## config.mk

```make
export PLATFORM = sky130hd
export DESIGN_NAME = control_unit_flat
export DESIGN_NICKNAME = d
export VERILOG_FILES = /design/src/rtl/cpu_pkg.sv /design/src/rtl/control_unit_if.sv /design/src/rtl/control_unit.sv /design/src/flat_wrapper.sv
export SDC_FILE = /design/constraint.sdc
export NUM_CORES = 1
export LEC_CHECK = 0
export BUFFER_PORTS_ARGS = -buffer_cell sky130_fd_sc_hd__buf_2
export CORE_MARGIN = 1
export CORE_UTILIZATION = 42
export CTS_CLUSTER_SIZE = 14
export DETAILED_ROUTE_END_ITERATION = 8
export PLACE_DENSITY_LB_ADDON = 0.25
export SLEW_MARGIN = 40
export SYNTH_ARGS = -nofsm -noshare
export SYNTH_HDL_FRONTEND = slang
export SYNTH_SLANG_ARGS = --single-unit
```

## constraint.sdc

```tcl
create_clock -name clk -period 1.5 [get_ports clk]
set_input_delay 0.075 -clock clk [delete_from_list [all_inputs] [get_ports clk]]
set_output_delay 0.075 -clock clk [all_outputs]
set_load 0.02 [all_outputs]
```

## src/rtl/cpu_pkg.sv

```systemverilog
// cpu_pkg: opcode constants, FSM state encoding and control-word type
// shared by the control unit and the datapath bench.
package cpu_pkg;

   typedef logic [4:0] opcode_t;

   localparam opcode_t OP_LD   = 5'b00000;
   localparam opcode_t OP_LDI  = 5'b00001;
   localparam opcode_t OP_ST   = 5'b00010;
   localparam opcode_t OP_ADD  = 5'b00011;
   localparam opcode_t OP_SUB  = 5'b00100;
   localparam opcode_t OP_SHR  = 5'b00101;
   localparam opcode_t OP_SHL  = 5'b00110;
   localparam opcode_t OP_ROR  = 5'b00111;
   localparam opcode_t OP_ROL  = 5'b01000;
   localparam opcode_t OP_AND  = 5'b01001;
   localparam opcode_t OP_OR   = 5'b01010;
   localparam opcode_t OP_ADDI = 5'b01011;
   localparam opcode_t OP_ANDI = 5'b01100;
   localparam opcode_t OP_ORI  = 5'b01101;
   localparam opcode_t OP_MUL  = 5'b01110;
   localparam opcode_t OP_DIV  = 5'b01111;
   localparam opcode_t OP_NEG  = 5'b10000;
   localparam opcode_t OP_NOT  = 5'b10001;
   localparam opcode_t OP_BR   = 5'b10010;
   localparam opcode_t OP_JR   = 5'b10011;
   localparam opcode_t OP_IN   = 5'b10101;
   localparam opcode_t OP_OUT  = 5'b10110;
   localparam opcode_t OP_MFHI = 5'b10111;
   localparam opcode_t OP_MFLO = 5'b11000;
   localparam opcode_t OP_NOP  = 5'b11001;
   localparam opcode_t OP_HALT = 5'b11010;

   typedef enum logic [3:0] {
      ST_RESET  = 4'd0,
      ST_FETCH0 = 4'd1,
      ST_FETCH1 = 4'd2,
      ST_FETCH2 = 4'd3,
      ST_T3     = 4'd4,
      ST_T4     = 4'd5,
      ST_T5     = 4'd6,
      ST_T6     = 4'd7,
      ST_T7     = 4'd8,
      ST_HALT   = 4'd9
   } state_e;

   typedef enum logic [3:0] {
      CL_NOP,
      CL_ALU,
      CL_IMM,
      CL_MULDIV,
      CL_UNARY,
      CL_LD,
      CL_LDI,
      CL_ST,
      CL_BR,
      CL_JR,
      CL_IN,
      CL_OUT,
      CL_MFHI,
      CL_MFLO,
      CL_HALT
   } op_class_e;

   typedef struct packed {
      logic run;
      logic pc_out;
      logic zlo_out;
      logic zhi_out;
      logic mdr_out;
      logic hi_out;
      logic lo_out;
      logic c_out;
      logic inport_out;
      logic pc_enable;
      logic pc_increment;
      logic ir_enable;
      logic mar_enable;
      logic mdr_enable;
      logic mdr_read;
      logic y_enable;
      logic zlo_enable;
      logic zhi_enable;
      logic hi_enable;
      logic lo_enable;
      logic gra;
      logic grb;
      logic grc;
      logic r_in;
      logic r_out;
      logic ba_out;
      logic ram_enable;
      logic con_enable;
      logic outport_enable;
      logic inport_enable;
   } ctrl_t;

   // Groups opcodes that share one micro-sequence; undefined codes act as nop.
   function automatic op_class_e op_class(input opcode_t op);
      op_class_e c;
      c = CL_NOP;
      if (op >= OP_ADD && op <= OP_OR)
         c = CL_ALU;
      else if (op >= OP_ADDI && op <= OP_ORI)
         c = CL_IMM;
      else if (op == OP_MUL || op == OP_DIV)
         c = CL_MULDIV;
      else if (op == OP_NEG || op == OP_NOT)
         c = CL_UNARY;
      else if (op == OP_LD)
         c = CL_LD;
      else if (op == OP_LDI)
         c = CL_LDI;
      else if (op == OP_ST)
         c = CL_ST;
      else if (op == OP_BR)
         c = CL_BR;
      else if (op == OP_JR)
         c = CL_JR;
      else if (op == OP_IN)
         c = CL_IN;
      else if (op == OP_OUT)
         c = CL_OUT;
      else if (op == OP_MFHI)
         c = CL_MFHI;
      else if (op == OP_MFLO)
         c = CL_MFLO;
      else if (op == OP_HALT)
         c = CL_HALT;
      return c;
   endfunction

endpackage

```

## src/rtl/control_unit_if.sv

```systemverilog
// control_unit_if: datapath <-> control unit signal bundle.
// master is the control unit side, slave the datapath side.
interface control_unit_if;
   import cpu_pkg::*;

   opcode_t opcode;
   logic    con_out;
   logic    stop;

   logic run;
   logic pc_out;
   logic zlo_out;
   logic zhi_out;
   logic mdr_out;
   logic hi_out;
   logic lo_out;
   logic c_out;
   logic inport_out;
   logic pc_enable;
   logic pc_increment;
   logic ir_enable;
   logic mar_enable;
   logic mdr_enable;
   logic mdr_read;
   logic y_enable;
   logic zlo_enable;
   logic zhi_enable;
   logic hi_enable;
   logic lo_enable;
   logic gra;
   logic grb;
   logic grc;
   logic r_in;
   logic r_out;
   logic ba_out;
   logic ram_enable;
   logic con_enable;
   logic outport_enable;
   logic inport_enable;

   modport master (
      input  opcode, con_out, stop,
      output run,
      output pc_out, zlo_out, zhi_out, mdr_out,
      output hi_out, lo_out, c_out, inport_out,
      output pc_enable, pc_increment, ir_enable,
      output mar_enable, mdr_enable, mdr_read,
      output y_enable, zlo_enable, zhi_enable,
      output hi_enable, lo_enable,
      output gra, grb, grc, r_in, r_out, ba_out,
      output ram_enable, con_enable,
      output outport_enable, inport_enable
   );

   modport slave (
      output opcode, con_out, stop,
      input  run,
      input  pc_out, zlo_out, zhi_out, mdr_out,
      input  hi_out, lo_out, c_out, inport_out,
      input  pc_enable, pc_increment, ir_enable,
      input  mar_enable, mdr_enable, mdr_read,
      input  y_enable, zlo_enable, zhi_enable,
      input  hi_enable, lo_enable,
      input  gra, grb, grc, r_in, r_out, ba_out,
      input  ram_enable, con_enable,
      input  outport_enable, inport_enable
   );

endinterface

```

## src/rtl/control_unit.sv

```systemverilog
// control_unit: Moore sequencer for the multi-cycle CPU, driving
// bus selects and load strobes from the current T-state.
module control_unit
   import cpu_pkg::*;
(
   input  logic          clk,
   input  logic          clr,
   control_unit_if.master bus
);

   state_e    state_q;
   state_e    state_d;
   op_class_e cls;
   ctrl_t     c;

   assign cls = op_class(bus.opcode);

   // State register; clr low forces RESET at once, killing any strobe.
   always_ff @(posedge clk or negedge clr) begin
      if (!clr)
         state_q <= ST_RESET;
      else
         state_q <= state_d;
   end

   // Next-state and control-word decode of the current T-state.
   always_comb begin
      state_d = state_q;
      c       = '0;
      c.run   = (state_q != ST_RESET) && (state_q != ST_HALT);
      unique case (state_q)
         ST_RESET: state_d = ST_FETCH0;
         ST_FETCH0: begin
            if (bus.stop) begin
               state_d = ST_HALT;
            end else begin
               c.pc_out       = 1'b1;
               c.mar_enable   = 1'b1;
               c.pc_increment = 1'b1;
               state_d        = ST_FETCH1;
            end
         end
         ST_FETCH1: begin
            c.mdr_read   = 1'b1;
            c.mdr_enable = 1'b1;
            state_d      = ST_FETCH2;
         end
         ST_FETCH2: begin
            c.mdr_out   = 1'b1;
            c.ir_enable = 1'b1;
            state_d     = ST_T3;
         end
         ST_T3: begin
            state_d = ST_T4;
            unique case (cls)
               CL_ALU, CL_IMM, CL_MULDIV: begin
                  c.grb      = 1'b1;
                  c.r_out    = 1'b1;
                  c.y_enable = 1'b1;
               end
               CL_UNARY: begin
                  c.grb        = 1'b1;
                  c.r_out      = 1'b1;
                  c.zlo_enable = 1'b1;
               end
               CL_LD, CL_LDI, CL_ST: begin
                  c.grb      = 1'b1;
                  c.ba_out   = 1'b1;
                  c.r_out    = 1'b1;
                  c.y_enable = 1'b1;
               end
               CL_BR: begin
                  c.gra        = 1'b1;
                  c.r_out      = 1'b1;
                  c.con_enable = 1'b1;
               end
               CL_JR: begin
                  c.gra       = 1'b1;
                  c.r_out     = 1'b1;
                  c.pc_enable = 1'b1;
                  state_d     = ST_FETCH0;
               end
               CL_IN: begin
                  c.inport_out = 1'b1;
                  c.gra        = 1'b1;
                  c.r_in       = 1'b1;
                  state_d      = ST_FETCH0;
               end
               CL_OUT: begin
                  c.gra            = 1'b1;
                  c.r_out          = 1'b1;
                  c.outport_enable = 1'b1;
                  state_d          = ST_FETCH0;
               end
               CL_MFHI: begin
                  c.hi_out = 1'b1;
                  c.gra    = 1'b1;
                  c.r_in   = 1'b1;
                  state_d  = ST_FETCH0;
               end
               CL_MFLO: begin
                  c.lo_out = 1'b1;
                  c.gra    = 1'b1;
                  c.r_in   = 1'b1;
                  state_d  = ST_FETCH0;
               end
               CL_HALT: state_d = ST_HALT;
               default: state_d = ST_FETCH0;
            endcase
         end
         ST_T4: begin
            state_d = ST_T5;
            unique case (cls)
               CL_ALU: begin
                  c.grc        = 1'b1;
                  c.r_out      = 1'b1;
                  c.zlo_enable = 1'b1;
               end
               CL_IMM, CL_LD, CL_LDI, CL_ST: begin
                  c.c_out      = 1'b1;
                  c.zlo_enable = 1'b1;
               end
               CL_MULDIV: begin
                  c.grc        = 1'b1;
                  c.r_out      = 1'b1;
                  c.zlo_enable = 1'b1;
                  c.zhi_enable = 1'b1;
               end
               CL_UNARY: begin
                  c.zlo_out = 1'b1;
                  c.gra     = 1'b1;
                  c.r_in    = 1'b1;
                  state_d   = ST_FETCH0;
               end
               CL_BR: begin
                  c.pc_out   = 1'b1;
                  c.y_enable = 1'b1;
               end
               default: state_d = ST_FETCH0;
            endcase
         end
         ST_T5: begin
            state_d = ST_FETCH0;
            unique case (cls)
               CL_ALU, CL_IMM, CL_LDI: begin
                  c.zlo_out = 1'b1;
                  c.gra     = 1'b1;
                  c.r_in    = 1'b1;
               end
               CL_MULDIV: begin
                  c.zlo_out   = 1'b1;
                  c.lo_enable = 1'b1;
                  state_d     = ST_T6;
               end
               CL_LD, CL_ST: begin
                  c.zlo_out    = 1'b1;
                  c.mar_enable = 1'b1;
                  state_d      = ST_T6;
               end
               CL_BR: begin
                  c.c_out      = 1'b1;
                  c.zlo_enable = 1'b1;
                  state_d      = ST_T6;
               end
               default: state_d = ST_FETCH0;
            endcase
         end
         ST_T6: begin
            state_d = ST_FETCH0;
            unique case (cls)
               CL_MULDIV: begin
                  c.zhi_out   = 1'b1;
                  c.hi_enable = 1'b1;
               end
               CL_LD: begin
                  c.mdr_read   = 1'b1;
                  c.mdr_enable = 1'b1;
                  state_d      = ST_T7;
               end
               CL_ST: begin
                  c.gra        = 1'b1;
                  c.r_out      = 1'b1;
                  c.mdr_enable = 1'b1;
                  state_d      = ST_T7;
               end
               CL_BR: begin
                  c.zlo_out   = 1'b1;
                  c.pc_enable = bus.con_out;
               end
               default: state_d = ST_FETCH0;
            endcase
         end
         ST_T7: begin
            state_d = ST_FETCH0;
            unique case (cls)
               CL_LD: begin
                  c.mdr_out = 1'b1;
                  c.gra     = 1'b1;
                  c.r_in    = 1'b1;
               end
               CL_ST: c.ram_enable = 1'b1;
               default: state_d = ST_FETCH0;
            endcase
         end
         ST_HALT: state_d = ST_HALT;
         default: state_d = ST_RESET;
      endcase
   end

   assign bus.run            = c.run;
   assign bus.pc_out         = c.pc_out;
   assign bus.zlo_out        = c.zlo_out;
   assign bus.zhi_out        = c.zhi_out;
   assign bus.mdr_out        = c.mdr_out;
   assign bus.hi_out         = c.hi_out;
   assign bus.lo_out         = c.lo_out;
   assign bus.c_out          = c.c_out;
   assign bus.inport_out     = c.inport_out;
   assign bus.pc_enable      = c.pc_enable;
   assign bus.pc_increment   = c.pc_increment;
   assign bus.ir_enable      = c.ir_enable;
   assign bus.mar_enable     = c.mar_enable;
   assign bus.mdr_enable     = c.mdr_enable;
   assign bus.mdr_read       = c.mdr_read;
   assign bus.y_enable       = c.y_enable;
   assign bus.zlo_enable     = c.zlo_enable;
   assign bus.zhi_enable     = c.zhi_enable;
   assign bus.hi_enable      = c.hi_enable;
   assign bus.lo_enable      = c.lo_enable;
   assign bus.gra            = c.gra;
   assign bus.grb            = c.grb;
   assign bus.grc            = c.grc;
   assign bus.r_in           = c.r_in;
   assign bus.r_out          = c.r_out;
   assign bus.ba_out         = c.ba_out;
   assign bus.ram_enable     = c.ram_enable;
   assign bus.con_enable     = c.con_enable;
   assign bus.outport_enable = c.outport_enable;
   assign bus.inport_enable  = c.inport_enable;

endmodule

```

## src/flat_wrapper.sv

```systemverilog
// flat-port wrapper written by rule: the top's interface ports become plain ports
module control_unit_flat import cpu_pkg::*;
  (clk, clr, bus_opcode, bus_con_out, bus_stop, bus_run, bus_pc_out, bus_zlo_out, bus_zhi_out, bus_mdr_out, bus_hi_out, bus_lo_out, bus_c_out, bus_inport_out, bus_pc_enable, bus_pc_increment, bus_ir_enable, bus_mar_enable, bus_mdr_enable, bus_mdr_read, bus_y_enable, bus_zlo_enable, bus_zhi_enable, bus_hi_enable, bus_lo_enable, bus_gra, bus_grb, bus_grc, bus_r_in, bus_r_out, bus_ba_out, bus_ram_enable, bus_con_enable, bus_outport_enable, bus_inport_enable);
  control_unit_if bus_i ();
  input  logic clk;
  input  logic clr;
  input wire logic [$bits(bus_i.opcode)-1:0] bus_opcode;
  input wire logic [$bits(bus_i.con_out)-1:0] bus_con_out;
  input wire logic [$bits(bus_i.stop)-1:0] bus_stop;
  output wire logic [$bits(bus_i.run)-1:0] bus_run;
  output wire logic [$bits(bus_i.pc_out)-1:0] bus_pc_out;
  output wire logic [$bits(bus_i.zlo_out)-1:0] bus_zlo_out;
  output wire logic [$bits(bus_i.zhi_out)-1:0] bus_zhi_out;
  output wire logic [$bits(bus_i.mdr_out)-1:0] bus_mdr_out;
  output wire logic [$bits(bus_i.hi_out)-1:0] bus_hi_out;
  output wire logic [$bits(bus_i.lo_out)-1:0] bus_lo_out;
  output wire logic [$bits(bus_i.c_out)-1:0] bus_c_out;
  output wire logic [$bits(bus_i.inport_out)-1:0] bus_inport_out;
  output wire logic [$bits(bus_i.pc_enable)-1:0] bus_pc_enable;
  output wire logic [$bits(bus_i.pc_increment)-1:0] bus_pc_increment;
  output wire logic [$bits(bus_i.ir_enable)-1:0] bus_ir_enable;
  output wire logic [$bits(bus_i.mar_enable)-1:0] bus_mar_enable;
  output wire logic [$bits(bus_i.mdr_enable)-1:0] bus_mdr_enable;
  output wire logic [$bits(bus_i.mdr_read)-1:0] bus_mdr_read;
  output wire logic [$bits(bus_i.y_enable)-1:0] bus_y_enable;
  output wire logic [$bits(bus_i.zlo_enable)-1:0] bus_zlo_enable;
  output wire logic [$bits(bus_i.zhi_enable)-1:0] bus_zhi_enable;
  output wire logic [$bits(bus_i.hi_enable)-1:0] bus_hi_enable;
  output wire logic [$bits(bus_i.lo_enable)-1:0] bus_lo_enable;
  output wire logic [$bits(bus_i.gra)-1:0] bus_gra;
  output wire logic [$bits(bus_i.grb)-1:0] bus_grb;
  output wire logic [$bits(bus_i.grc)-1:0] bus_grc;
  output wire logic [$bits(bus_i.r_in)-1:0] bus_r_in;
  output wire logic [$bits(bus_i.r_out)-1:0] bus_r_out;
  output wire logic [$bits(bus_i.ba_out)-1:0] bus_ba_out;
  output wire logic [$bits(bus_i.ram_enable)-1:0] bus_ram_enable;
  output wire logic [$bits(bus_i.con_enable)-1:0] bus_con_enable;
  output wire logic [$bits(bus_i.outport_enable)-1:0] bus_outport_enable;
  output wire logic [$bits(bus_i.inport_enable)-1:0] bus_inport_enable;
  assign bus_i.opcode = bus_opcode;
  assign bus_i.con_out = bus_con_out;
  assign bus_i.stop = bus_stop;
  assign bus_run = bus_i.run;
  assign bus_pc_out = bus_i.pc_out;
  assign bus_zlo_out = bus_i.zlo_out;
  assign bus_zhi_out = bus_i.zhi_out;
  assign bus_mdr_out = bus_i.mdr_out;
  assign bus_hi_out = bus_i.hi_out;
  assign bus_lo_out = bus_i.lo_out;
  assign bus_c_out = bus_i.c_out;
  assign bus_inport_out = bus_i.inport_out;
  assign bus_pc_enable = bus_i.pc_enable;
  assign bus_pc_increment = bus_i.pc_increment;
  assign bus_ir_enable = bus_i.ir_enable;
  assign bus_mar_enable = bus_i.mar_enable;
  assign bus_mdr_enable = bus_i.mdr_enable;
  assign bus_mdr_read = bus_i.mdr_read;
  assign bus_y_enable = bus_i.y_enable;
  assign bus_zlo_enable = bus_i.zlo_enable;
  assign bus_zhi_enable = bus_i.zhi_enable;
  assign bus_hi_enable = bus_i.hi_enable;
  assign bus_lo_enable = bus_i.lo_enable;
  assign bus_gra = bus_i.gra;
  assign bus_grb = bus_i.grb;
  assign bus_grc = bus_i.grc;
  assign bus_r_in = bus_i.r_in;
  assign bus_r_out = bus_i.r_out;
  assign bus_ba_out = bus_i.ba_out;
  assign bus_ram_enable = bus_i.ram_enable;
  assign bus_con_enable = bus_i.con_enable;
  assign bus_outport_enable = bus_i.outport_enable;
  assign bus_inport_enable = bus_i.inport_enable;
  control_unit u_core (.clk(clk), .clr(clr), .bus(bus_i));
endmodule
```

==> impl_metrics.env, run 1 <==
export IMPL_seq_area_frac_synth_pct=11.32
export IMPL_gp_congestion=0.9160
export IMPL_yosys_area_share_simple_pct=44.84
export IMPL_yosysTopAreaCell="dfrtp_1"
export IMPL_clock_sinks=4
export IMPL_cts_max_level=1
export IMPL_avgSynthCellArea_um2=6.601
export IMPL_rows=16
export IMPL_grt_worst_setup_endpoint="bus_pc_enable"
export IMPL_synthFlopType="dfrtp_1"
export IMPL_syn_inst=134
export IMPL_haltStage="5_1_grt"
export IMPL_cts_buffers=3
export IMPL_grt_max_degree=15
export IMPL_yosysWarnings=0
export IMPL_synth_edf_count=0
export IMPL_synthTopCellsByArea="dfrtp_1 (11%), nor2_1 (8.5%), nand2b_1 (4.2%)"
export IMPL_async_flop_share_pct=100.0
export IMPL_synth_compound_area_share_pct=29.14
export IMPL_dpl_instance_area_um2=1388
export IMPL_ys_ff_latch=4
export IMPL_synth_cell_types=49
export IMPL_start_util_pct=45.09
export IMPL_synth_fa_ha_area_share_pct=0
export IMPL_synthMuxAreaShare_pct=1.697
export IMPL_num_io_pins=39
export IMPL_dp_hpwl_um=2690
export IMPL_root_buffer="clkbuf_4"
export IMPL_synth_xor_area_share_pct=2.970
export IMPL_worst_ep_kind="primary output"
export IMPL_clk_path_buf_depth=2
export IMPL_status="stopped before the end"
export IMPL_synth_top_family_by_area="simple AND/OR/NAND/NOR gates"
export IMPL_portBuffers=37
export IMPL_netlist_area_um2=884.6
export IMPL_yosysTopAreaCellShare_pct=11.32
export IMPL_die_height_um=47.90
export IMPL_die_x_um=47.90
export IMPL_toolErrorMsg="[ERROR DPL-0038] Utilization greater than 100%, impossible to legalize"
export IMPL_dp_slack_ns=-0.2087
export IMPL_syn_nets=143
==> logic make-up after synthesis <==
group / after synthesis
simple gates: 70
compound gates: 36
buf+inv: 19
flops: 4
xor+xnor: 3
mux: 1
other cells: 1
==> cell usage after synthesis (3+ instances only) <==
cell type and count:
nand2_1 7, nand3_1 5, o22ai_1 5, or4b_1 3
a21oi_1 7, and3_1 4, nor3_1 6, o21ai_0 6
inv_1 6, dfrtp_1 4, nor2_1 20, buf_2 5
nor4_1 3, clkbuf_1 6, nand2b_1 6
==> per-stage QoR <==
step / cells / setup TNS, ns / utilization, %
2_1_floorplan: 134 / -0.9975 / -
3_3_place_gp: 219 / -1.697 / 70.73
4_1_cts: 238 / -5.262 / 94.90
3_5_place_dp: 219 / -2.113 / 70.73
==> timing repair <==
| item | 4_1_cts |
|---|---|
| hold buffers | 1 |
| cloned | 1 |
| hold endpoints to repair | 4 |
| resized for setup | 85 |
| buffers inserted | 14 |
| endpoints found under the setup margin | 30 |
| pin swaps | 15 |
==> run 2, diff against run 1 <==
CORE_AREA = 2 2 63 65   (was not set)
CORE_MARGIN = not set   (was 1)
CORE_UTILIZATION = not set   (was 42)
CTS_CLUSTER_SIZE = not set   (was 14)
DIE_AREA = 0 0 65 67   (was not set)
PLACE_DENSITY_LB_ADDON = 0.15   (was 0.25)
clock period = 1.95 ns   (was 1.5 ns; I/O delays follow)
==> run 2 against run 1 <==
Effect of this change:
- the flow now finishes without violations
- synthesized cell count is the same
- synthesized area is the same
==> impl_metrics.env, run 2 <==
export IMPL_path_cells="or4b_4 -> buf_4 -> nor4_2 -> buf_4"
export IMPL_ys_ff_latch=4
export IMPL_seq_area_frac_synth_pct=11.32
export IMPL_rr_startpoint="u_core.state_q[0]"
export IMPL_async_flop_share_pct=100.0
export IMPL_crit_required_ns=1.85
export IMPL_hold_class="input port to async pin"
export IMPL_cp_arrival_ns=1.81
export IMPL_antenna_found_initial=0
export IMPL_finalCriticalPeriod_ns=1.903
export IMPL_setup_viol=0
export IMPL_multi_input_area_um2=732.0
export IMPL_rows=22
export IMPL_tritoncts="built"
export IMPL_die_height_um=67
export IMPL_rr_worst_depth=4
export IMPL_yosysTopAreaCellShare_pct=11.32
export IMPL_synthFlopType="dfrtp_1"
export IMPL_dp_slack_ns=0.1843
export IMPL_irDropWorstVdd_mv=0.2957
export IMPL_setup_ws_ns=0.04665
export IMPL_crit_start="u_core.state_q[0]"
export IMPL_synthTopCellsByArea="dfrtp_1 (11%), nor2_1 (8.5%), nand2b_1 (4.2%)"
export IMPL_avgSynthCellArea_um2=6.601
export IMPL_dr_pass1_iters=4
export IMPL_drt_initial_drc_count=47
export IMPL_die_x_um=65
export IMPL_seqCellArea_um2=102.6
export IMPL_dp_hpwl_um=2670
export IMPL_crit_slowest_cell="or4b_4"
export IMPL_p_leak_uw=0.0006289
export IMPL_r2r_slack_ns=0.39
export IMPL_area_growth_pct=47.24
export IMPL_wl_per_cell_um=15.05
export IMPL_fmax_ghz=0.5254
export IMPL_diodes=0
export IMPL_clk_path_buf_depth=2
export IMPL_synth_most_common_cell="nor2_1"
export IMPL_drive_above_1_share_pct=41.11
export IMPL_hold_violations=0
export IMPL_num_io_pins=39
export IMPL_slew_violations=0
export IMPL_largest_register="u_core.state_q"
export IMPL_slowest_delay_ns=0.59
export IMPL_total_power_uw=1274
export IMPL_drc=0
export IMPL_gp_congestion=0.8501
export IMPL_clk_latency_ns=0.22
export IMPL_setup_worst_path_end_class="primary output"
export IMPL_r2r_end="u_core.state_q[3]"
export IMPL_grt_pass1_vias=1138
export IMPL_syn_nets=143
export IMPL_netlist_area_um2=884.6
export IMPL_largest_reg_flops=4
export IMPL_power_density_nw_per_um2=978.0
export IMPL_rsz0062_at_grt="true"
export IMPL_syn_inst=134
export IMPL_root_buffer="clkbuf_8"
export IMPL_num_nets_final=191
export IMPL_fillers=400
export IMPL_yosysTopAreaCell="dfrtp_1"
export IMPL_start_util_pct=24.53
export IMPL_final_common_cell="buf_2"
export IMPL_wirelength_um=3431
export IMPL_grt_pass1_wl_um=5609
export IMPL_timing_hold_ws_ns=0.2116
export IMPL_gr_total_overflow=0
export IMPL_crit_type="flop to primary output"
export IMPL_fp_dieArea_um2=4355
export IMPL_fin_crit_sh_pct=97.61
export IMPL_reg_top3="u_core.state_q (4)"
export IMPL_via_per_inst=5.289
export IMPL_synthTopCellsByCount="nor2_1 (20), a21oi_1 (7), nand2_1 (7)"
export IMPL_portBuffers=37
export IMPL_yosysWarnings=0
export IMPL_start_kind="flop"
export IMPL_clock_sinks=4
export IMPL_critPathMostFrequentCell="buf_4"
export IMPL_cp_endpoint="bus_ba_out"
export IMPL_synth_edf_count=0
export IMPL_path_max_fanout=6
export IMPL_core_um2=3606
export IMPL_cts_buffers=3
export IMPL_maxCapViolations=0
export IMPL_grt_max_degree=19
export IMPL_clock_skew_final_ns=0.001645
export IMPL_antenna_left=0
export IMPL_synth_cell_types=49
export IMPL_mostFrequentLayoutCells="buf_2 (33), buf_4 (21), nor2_1 (18), nand2_1 (7), a21oi_1 (7)"
export IMPL_vias=1206
export IMPL_path_clk_slew_ns=0.03
export IMPL_status="finished, final reports clean"
export IMPL_grt_use_total_pct=16.71
export IMPL_cts_max_level=1
[run 2: cell counts after synthesis]
Identical to the previous run, type by type.
[run 2: layout make-up]
class,count,share of cell area [%]
timing repair buffer,56,26.42
inverter,6,1.729
sequential,4,7.877
multi-input combinational,111,56.20
clock buffer,3,3.170
tap,48,4.611
[run 2: layer usage]
metal  track usage (%)  share of wire, %  vias to the layer above
met5                 0                 0                        -
met4             2.394              0.32                        0
met3             4.223               8.4                        2
met2             27.19                47                       48
met1             22.63                44                      566
li1                  -                 -                      590
[run 2: worst min path at each step]
stage | start | to | slack [ns] | depth (start not counted)
final | clr | u_core.state_q[0] | 0.21 | 2
after global placement | clr | u_core.state_q[1] | -0.09 | 1
after detailed placement | clr | u_core.state_q[0] | -0.09 | 1
after CTS | clr | u_core.state_q[0] | 0.21 | 2
after floorplan | clr | u_core.state_q[0] | -0.20 | 0
after global routing | clr | u_core.state_q[1] | 0.24 | 2
[run 2: where the power goes]
group / internal [uW] / total, uW / switching (uW)
combinational: 386 / 911 / 525
clock: 132 / 178 / 46.4
sequential: 126 / 184 / 58.4
[run 2: cells by family (layout without fill, tap and decap cells)]
| group | after synthesis | count (layout) | share of synthesized area (%) |
|---|---|---|---|
| DFF | 4 | 4 | 11.32 |
| other | 1 | 1 | 0.4239 |
| and+or+nand+nor | 70 | 70 | 44.84 |
| muxes | 1 | 1 | 1.697 |
| xor gates and xnor gates | 3 | 3 | 2.971 |
| AOI/OAI and AO/OA | 36 | 36 | 29.14 |
| buffers and inverters | 19 | 65 | 9.617 |
[run 2: what timing repair did]
action,in CTS,in global routing
gates cloned,0,0
setup buffers,0,3
resized for setup,1,14
hold buffers,1,0
pin swaps,0,2
hold endpoints to repair,4,0
setup endpoints to repair,6,11
[run 2: worst max-delay path, delay by kind of cell, from the launching register on]
family                 cells  cell delay [ns]
flip-flops                 1             0.42
buffers and inverters      2             0.36
AND/OR/NAND/NOR            2             0.80
[run 2: per-stage QoR]
| stage | instances | setup TNS [ns] | instance area [um2] | utilization (%) |
|---|---|---|---|---|
| finish | 228 | 0 | 1303 | 36.12 |
| global route | 228 | -0.04886 | 1303 | 36.12 |
| CTS | 225 | 0 | 1235 | 34.25 |
| detailed placement | 221 | 0 | 1180 | 32.72 |
| global placement | 221 | 0 | 1180 | 32.72 |
| floorplan | 134 | 0 | 884.6 | - |
(Power assumes the default switching activity.)
